===== config.mk =====
export PLATFORM = sky130hd
export DESIGN_NAME = sieve_marker
export DESIGN_NICKNAME = d
export VERILOG_FILES = /design/src/rtl/sieve_marker.sv
export SDC_FILE = /design/constraint.sdc
export NUM_CORES = 1
export LEC_CHECK = 0
export BUFFER_PORTS_ARGS = -buffer_cell sky130_fd_sc_hd__buf_2
export CAP_MARGIN = 40
export CORE_UTILIZATION = 47
export CTS_CLUSTER_SIZE = 28
export DETAILED_ROUTE_END_ITERATION = 10
export GPL_ROUTABILITY_DRIVEN = 0
export GPL_TIMING_DRIVEN = 0
export PLACE_DENSITY_LB_ADDON = 0.1
export REMOVE_ABC_BUFFERS = 1
export SETUP_SLACK_MARGIN = 0.05
export SLEW_MARGIN = 20
export SYNTH_ARGS = -nofsm -noshare
export SYNTH_HDL_FRONTEND = slang
export SYNTH_SLANG_ARGS = --single-unit

===== constraint.sdc =====
create_clock -name clk -period 6.64 [get_ports clk]
set_clock_uncertainty 0.1 [all_clocks]
set_input_delay 1.66 -clock clk [delete_from_list [all_inputs] [get_ports clk]]
set_output_delay 1.66 -clock clk [all_outputs]
set_load 0.02 [all_outputs]

===== src/rtl/sieve_marker.sv =====
// sieve_marker: square-root-bounded Sieve of Eratosthenes over a 1-bit BoolRam, then hand-off to populate stage
// Ports: clk/reset_n (async, active-low); start + max_prime begin a run (ignored unless idle);
//   bool_ram_addr/data/wren/q drive the synchronous-read BoolRam (1 = composite);
//   populating/done_populating handshake with the populate stage; busy while not idle; done pulses once at the end.
// Optional: SIEVE_SKIP_EVEN_EN walks odd i only after i=2 and marks with stride 2*i.
module sieve_marker #(
  parameter int ADDR_W = 10,
  parameter int IDX_W  = 11
) (
  input  logic              clk,
  input  logic              reset_n,
  input  logic              start,
  input  logic [ADDR_W-1:0] max_prime,
  input  logic              bool_ram_q,
  output logic [ADDR_W-1:0] bool_ram_addr,
  output logic              bool_ram_data,
  output logic              bool_ram_wren,
  output logic              populating,
  input  logic              done_populating,
  output logic              busy,
  output logic              done
);
  typedef enum logic [2:0] {IDLE, CLEAR, SQCHK, RDWAIT, TEST, MARK, POP, DONE} state_t;
  state_t state_q, state_d;
  logic [ADDR_W-1:0] m_q, m_d, i_q, i_d, i_nxt, addr_q, addr_d;
  logic [IDX_W-1:0] j_q, j_d;
  logic [2*ADDR_W-1:0] sq;
  logic data_q, data_d, wren_q, wren_d, pop_q, pop_d, done_q, done_d;
`ifdef SIEVE_SKIP_EVEN_EN
  logic [IDX_W-1:0] stride;
  assign i_nxt  = (i_q == ADDR_W'(2)) ? ADDR_W'(3) : i_q + ADDR_W'(2);
  assign stride = (i_q == ADDR_W'(2)) ? IDX_W'(i_q) : IDX_W'(i_q) << 1;
`else
  logic [ADDR_W-1:0] stride;
  assign i_nxt  = i_q + ADDR_W'(1);
  assign stride = i_q;
`endif
  assign sq            = (2*ADDR_W)'(i_q) * (2*ADDR_W)'(i_q);
  assign bool_ram_addr = addr_q;
  assign bool_ram_data = data_q;
  assign bool_ram_wren = wren_q;
  assign populating    = pop_q;
  assign done          = done_q;
  assign busy          = state_q != IDLE;
  // Outputs are registered, so each state computes the RAM command for the following cycle;
  // CLEAR therefore starts its first write on entry and MARK's writes trail its decisions by one cycle.
  always_comb begin
    state_d = state_q;
    m_d     = m_q;
    i_d     = i_q;
    j_d     = j_q;
    addr_d  = addr_q;
    data_d  = 1'b0;
    wren_d  = 1'b0;
    pop_d   = 1'b0;
    done_d  = 1'b0;
    case (state_q)
      IDLE: if (start) begin
        m_d     = max_prime;
        addr_d  = '0;
        state_d = (max_prime < ADDR_W'(2)) ? DONE : CLEAR;
        done_d  = max_prime < ADDR_W'(2);
        wren_d  = max_prime >= ADDR_W'(2);
      end
      CLEAR: if (addr_q == m_q) begin
        state_d = SQCHK;
        i_d     = ADDR_W'(2);
      end else begin
        addr_d = addr_q + ADDR_W'(1);
        wren_d = 1'b1;
      end
      SQCHK: if (sq > (2*ADDR_W)'(m_q)) begin
        state_d = POP;
        pop_d   = 1'b1;
      end else begin
        addr_d  = i_q;
        state_d = RDWAIT;
      end
      RDWAIT: state_d = TEST;
      TEST: if (!bool_ram_q) begin
        j_d     = sq[IDX_W-1:0];
        state_d = MARK;
      end else begin
        i_d     = i_nxt;
        state_d = SQCHK;
      end
      // j is compared at full width so a step past the top of the RAM can never alias back in range.
      MARK: if (j_q <= IDX_W'(m_q)) begin
        wren_d = 1'b1;
        data_d = 1'b1;
        addr_d = j_q[ADDR_W-1:0];
        j_d    = j_q + IDX_W'(stride);
      end else begin
        i_d     = i_nxt;
        state_d = SQCHK;
      end
      POP: begin
        state_d = done_populating ? DONE : POP;
        done_d  = done_populating;
        pop_d   = !done_populating;
      end
      default: state_d = IDLE;
    endcase
  end
  always_ff @(posedge clk or negedge reset_n) begin
    if (!reset_n) begin
      state_q <= IDLE;
      m_q     <= '0;
      i_q     <= ADDR_W'(2);
      j_q     <= '0;
      addr_q  <= '0;
      data_q  <= 1'b0;
      wren_q  <= 1'b0;
      pop_q   <= 1'b0;
      done_q  <= 1'b0;
    end else begin
      state_q <= state_d;
      m_q     <= m_d;
      i_q     <= i_d;
      j_q     <= j_d;
      addr_q  <= addr_d;
      data_q  <= data_d;
      wren_q  <= wren_d;
      pop_q   <= pop_d;
      done_q  <= done_d;
    end
  end
endmodule


== Yosys cells after proc, flatten, opt, wreduce, memory -nomap -nowiden ==
Cells that the tools add are included.

* Register bits: 48
* Latch bits: 0
* Bits in writable memories: 0
* Memory bits (read-only): 0
* Input port bits: 15
* Output and inout port bits: 15
* Logic and storage cells: 72
* Memories kept: 0

* $add $sub $neg: 3
* Multiply operators: 1
* Divide/modulo/power cells: 0
* Order comparisons: 4
* Eq/ne operators: 15
* Shifts and indexed selects: 0
* Muxes and demuxes: 29
* Bitwise gates (word level): 0
* Reductions and logical operators: 11

{| class="wikitable"
|+ Operator list
! cell !! count
|-
| $mux 10 || 7
|-
| $pmux 10 s4 || 1
|-
| $pmux 10 s3 || 1
|-
| $mux 11 || 2
|-
| $pmux 11 s2 || 1
|-
| $pmux 3 s7 || 1
|-
| $add 10x1->10 const B || 2
|-
| $gt 20x10->1 || 1
|-
| $mul 10x10->20 || 1
|-
| $mux 3 || 6
|-
| $ne 2x2->1 const B || 8
|-
| $add 11x10->11 || 1
|-
| $le 11x10->1 || 1
|-
| $eq 10x10->1 || 1
|-
| $ge 10x2->1 const B || 1
|-
| $lt 10x2->1 const B || 1
|-
| $eq 3x3->1 const B || 3
|-
| $mux 1 || 7
|-
| $eq 3x2->1 const B || 2
|-
| $reduce_and 3->1 || 2
|-
| $reduce_bool 3->1 || 2
|-
| $reduce_and 5->1 || 1
|-
| $pmux 1 s2 || 2
|-
| $reduce_and 4->1 || 1
|-
| 7 further kinds || 7
|}

== Longest topological paths before layout ==
* Depth in word-level cells: 4
* Mapped depth: 27
* Gate-level depth less buffers: 24

== Worst setup path before layout ==
OpenSTA, ideal clock, no wires.

* Kind: reg-to-reg
* Start point: register i_q[1]
* End point: register addr_q[7] (netlist: bool_ram_addr[7])
* Setup time: 0.126 ns
* Data arrival time: 6.675 ns
* Required time: 6.414 ns
* Slack: -0.261 ns
* Stages on the path, launching flop included: 25
* Buffers on the path: 2
* Clock period less this slack: 6.901 ns
* Cell sequence: dfstp_2 clkbuf_1 and2_1 fa_1 fa_1 ha_1 fa_1 inv_1 fa_1 inv_1 ha_1 a21oi_1 o21ai_2 a31oi_1 xnor2_1 ha_1 a211oi_1 o21ai_0 o21ai_0 o2111ai_1 or3_1 o41ai_1 or3b_1 buf_6 a221o_1

* Cells in the longest elaborated chain, start to end: 4

{| class="wikitable"
|+ RTL lines
! item !! RTL line !! RTL
|-
| start, declared || 25 || <nowiki>logic [ADDR_W-1:0] m_q, m_d, i_q, i_d, i_nxt, addr_q, addr_d;</nowiki>
|-
| start signal, assigned || 119 || <nowiki>i_q <= i_d;</nowiki>
|-
| $mul 10x10->20 || 38 || <nowiki>assign sq = (2*ADDR_W)'(i_q) * (2*ADDR_W)'(i_q);</nowiki>
|-
| $gt 20x10->1 || 72 || <nowiki>SQCHK: if (sq > (2*ADDR_W)'(m_q)) begin</nowiki>
|-
| $ne 2x2->1 (no line) || -- ||
|-
| $reduce_and 5->1 (no line) || -- ||
|-
| end signal, assigned || 121 || <nowiki>addr_q <= addr_d;</nowiki>
|-
| end, declared || 25 ||
|}

Every way passes these cells.
A chain may end at the register's enable or synchronous reset.

== Worst setup path after layout ==
Same ends and word-level chain as after synthesis.

==> flow_metrics.tcl <==
set metrics [dict create \
    status "complete, no violations" \
    wl_um 17600 \
    route.detailed.drc 0 \
    yosysUniqueCellTypes 70 \
    power_frac_comb_pct 75.1 \
    fp.coreArea_um2 12800 \
    max_freq_mhz 151 \
    ioPinCount 30 \
    std_cell_rows 41 \
    period_minus_slack_ps 6640 \
    root_buffer "clkbuf_16" \
    slew_viol_final 0 \
    p_seq_share_pct 16.0 \
    grt_usage_pct 26.0 \
    ant_nets 0 \
    path_class "reg -> reg" \
    synth_seq_area_share_pct 19.1 \
    cts_htree_levels 2 \
    min_to "j_q[10]" \
    synth-seq-cells 48 \
    crit_family "adder cells" \
    grt_pass1_vias 5485 \
    clkPwrFrac_pct 8.9 \
    io_buffer_count 29 \
    crit_arrival_ps 6720 \
    worstPathCellList "buf_6 > and2_4 > fa_1 > fa_1 > ha_4 > fa_1 > inv_1 > fa_1 > inv_1 > ha_4 > o2111ai_2 > nand2_2 > nor2_2 > xnor2_2 > ha_1 > o21a_1 > o32a_1 > o21ai_2 > o2111ai_2 > or3_4 > o41ai_2 > or3b_4 > a221o_1" \
    r2r-start "i_q[1]" \
    switchingPower_mw 1.92 \
    dp_cells 902 \
    clk_pin_slew_worst_paths_ps 70 \
    grt_pass1_wl_um 28500 \
    post-route-period-util_pct 99.9 \
    netlist_top_cells_count "inv_1, ha_1, nand2_1" \
    startpoint_type "register" \
    synthCells 730 \
    syn_area_per_cell_um2 8.61 \
    finalNetCount 917 \
    overflow 0 \
    clk_latency_ps 300 \
    cts_buffer_depth 2 \
    switching_share_pct 50.0 \
    slew-limit-headroom_pct 42.9 \
    cpPeakStageDelay_ps 640 \
    cts_tree "built" \
    path_buf_inv 3 \
    rsz0062_at_grt "yes" \
    placed_cell_area_um2 6550 \
    synth_area_leader_cell "dfrtp_1" \
    hpwl_um 12800 \
    initial_utilization_pct 49.0 \
    hold_violations 0 \
    synthArstFlopShare_pct 100 \
    drt-pass1-iter-count 5 \
    setup_viol_count_final 0 \
    tightest_slew_ps 849 \
    cp_common_cell "fa_1" \
    r2r_setup_slack_ps 5 \
    yosys_warnings 0 \
    antenna_cells 0 \
    slowest_stage "dfstp_4" \
    power_density_nw_per_um2 524 \
    worstPathMaxFanout 7 \
    synth-edff-count 0 \
    hold_start "j_q[10]" \
    r2r_cells 23 \
    hold_buffers 0 \
    worstPathRequired_ps 6730 \
    final_area_um2 7340 \
    intPower_mw 1.92 \
    cap_violations 0 \
    min_path_type "reg -> reg" \
    synth.most_common_cell "inv_1" \
    synth_area_um2 6280 \
    die_h_um 118 \
    hold_depth 1 \
    avgViaCountPerCell 5.84 \
    drive_gt1_share_pct 18.4 \
    setup.worst_path.end_class "register" \
    die_w_um 118 \
    cts_buffers 5 \
    wl_per_cell_um 18.5 \
    syn_to_final_growth_pct 16.7 \
    drt_iter0_markers 357 \
    yosys.area.top_type_share_pct 18.7 \
    clock-sinks 48 \
    ys.flop_type "dfrtp_1" \
    antenna_found_initial 0 \
    p_leak_nw 3.65 \
    grt_max_degree 26 \
    regToRegEndpoint "bool_ram_addr[7]" \
    peakVddDrop_mv 0.253 \
    num_vias 5541 \
    synth_area_leaders "dfrtp_1, ha_1, fa_1" \
    fin_cells 948 \
    die-area_um2 13800 \
]
## routing by layer
layer  GRT usage (%)  routed length, um  share of wire, %  vias up
met1            37.2               8080                46     2720
met4            5.13                214               1.2        0
met2            41.0               8050                46      187
met5               0                  0                 0        -
met3            4.55               1210               6.9       18
li1                -                  -                 -     2616
## power groups by stage
stage / Combinational (mW) / Clock (mW) / Sequential [mW]
3_3_place_gp: 2.08 / 0 / 0.660
2_1_floorplan: 1.58 / 0 / 0.581
3_5_place_dp: 2.14 / 0 / 0.663
4_1_cts: 2.70 / 0.344 / 0.610
6_report: 2.89 / 0.343 / 0.616
5_1_grt: 3.20 / 0.356 / 0.631
## timing repair
item / 4_1_cts / 5_1_grt
buffers inserted: 30 / 8
pin swaps: 27 / 20
gates resized for setup: 46 / 23
endpoints found under the setup margin: 13 / 13
gates cloned: 0 / 0
## final cells by class
type                            count  area, um2
Multi-Input combinational cell    560       4880
Fill cell                        1155       5490
Timing Repair Buffer               70        477
Clock inverter                      3       68.8
Tap cell                          172        215
Clock buffer                        5        125
Sequential cell                    48       1230
Inverter                           90        339
## through the flow
stage          TNS [ps]  power (mW)  utilization, %  setup WS [ps]  hold slack [ps]
3_5_place_dp     -12890        2.80            51.1          -1180              476
5_1_grt           -1230        4.18            57.2           -198              510
4_1_cts           -65.7        3.65            56.0          -15.6              492
2_1_floorplan      -292        2.17               -          -97.5              399
6_report              0        3.85            57.2           4.93              497
3_3_place_gp     -12210        2.74            50.7          -1120              465
## worst max path at each step
stage | end | slack, ps | start | cells after the start
2_1_floorplan | bool_ram_addr[7] | -100 | i_q[1] | 22
3_3_place_gp | bool_ram_addr[7] | -1120 | i_q[5] | 22
3_5_place_dp | bool_ram_addr[7] | -1180 | i_q[5] | 22
4_1_cts | bool_ram_addr[7] | -20 | i_q[1] | 22
5_1_grt | bool_ram_addr[7] | -200 | i_q[1] | 23
6_report | bool_ram_addr[7] | 5 | i_q[1] | 23
## layout by cell type (no fill, tap or decap), types with 11 or more instances in the layout
cell type and instances:
a21o_1 12, ha_1 71, nor2_1 50, xor2_1 17, nand3_1 11, buf_4 37, a211oi_1 11, inv_1 87
xnor2_1 19, a21oi_1 35, dfrtp_1 38, fa_1 48, o21ai_0 33, buf_2 29, and2_1 24, nand2_1 61
## state kept, by name, indices dropped and copies added (netlist names)
name           cells
bool_ram_addr     10
bool_ram_data      1
bool_ram_wren      1
done               1
i_q               10
j_q               11
m_q               10
populating         1
state_q            3
## logic make-up after synthesis
family / count (synthesis) / share of synthesized area (%)
compound gates: 165 / 17.5
simple gates: 217 / 17.3
flops: 48 / 19.1
mux: 12 / 2.03
xor+xnor: 39 / 5.44
buf+inv: 122 / 7.56
fa+ha+maj: 127 / 31.0
## worst register-to-register path: stages (launching register included)
cell	delay [ps]
dfstp_4	640
buf_6	130
and2_4	160
fa_1	410
fa_1	540
ha_4	210
fa_1	530
inv_1	50
fa_1	510
inv_1	60
ha_4	280
o2111ai_2	140
nand2_2	150
nor2_2	60
xnor2_2	230
ha_1	300
o21a_1	200
o32a_1	180
o21ai_2	80
o2111ai_2	140
or3_4	360
o41ai_2	190
or3b_4	500
a221o_1	380
Note: power is estimated with default switching activity, not from simulation.
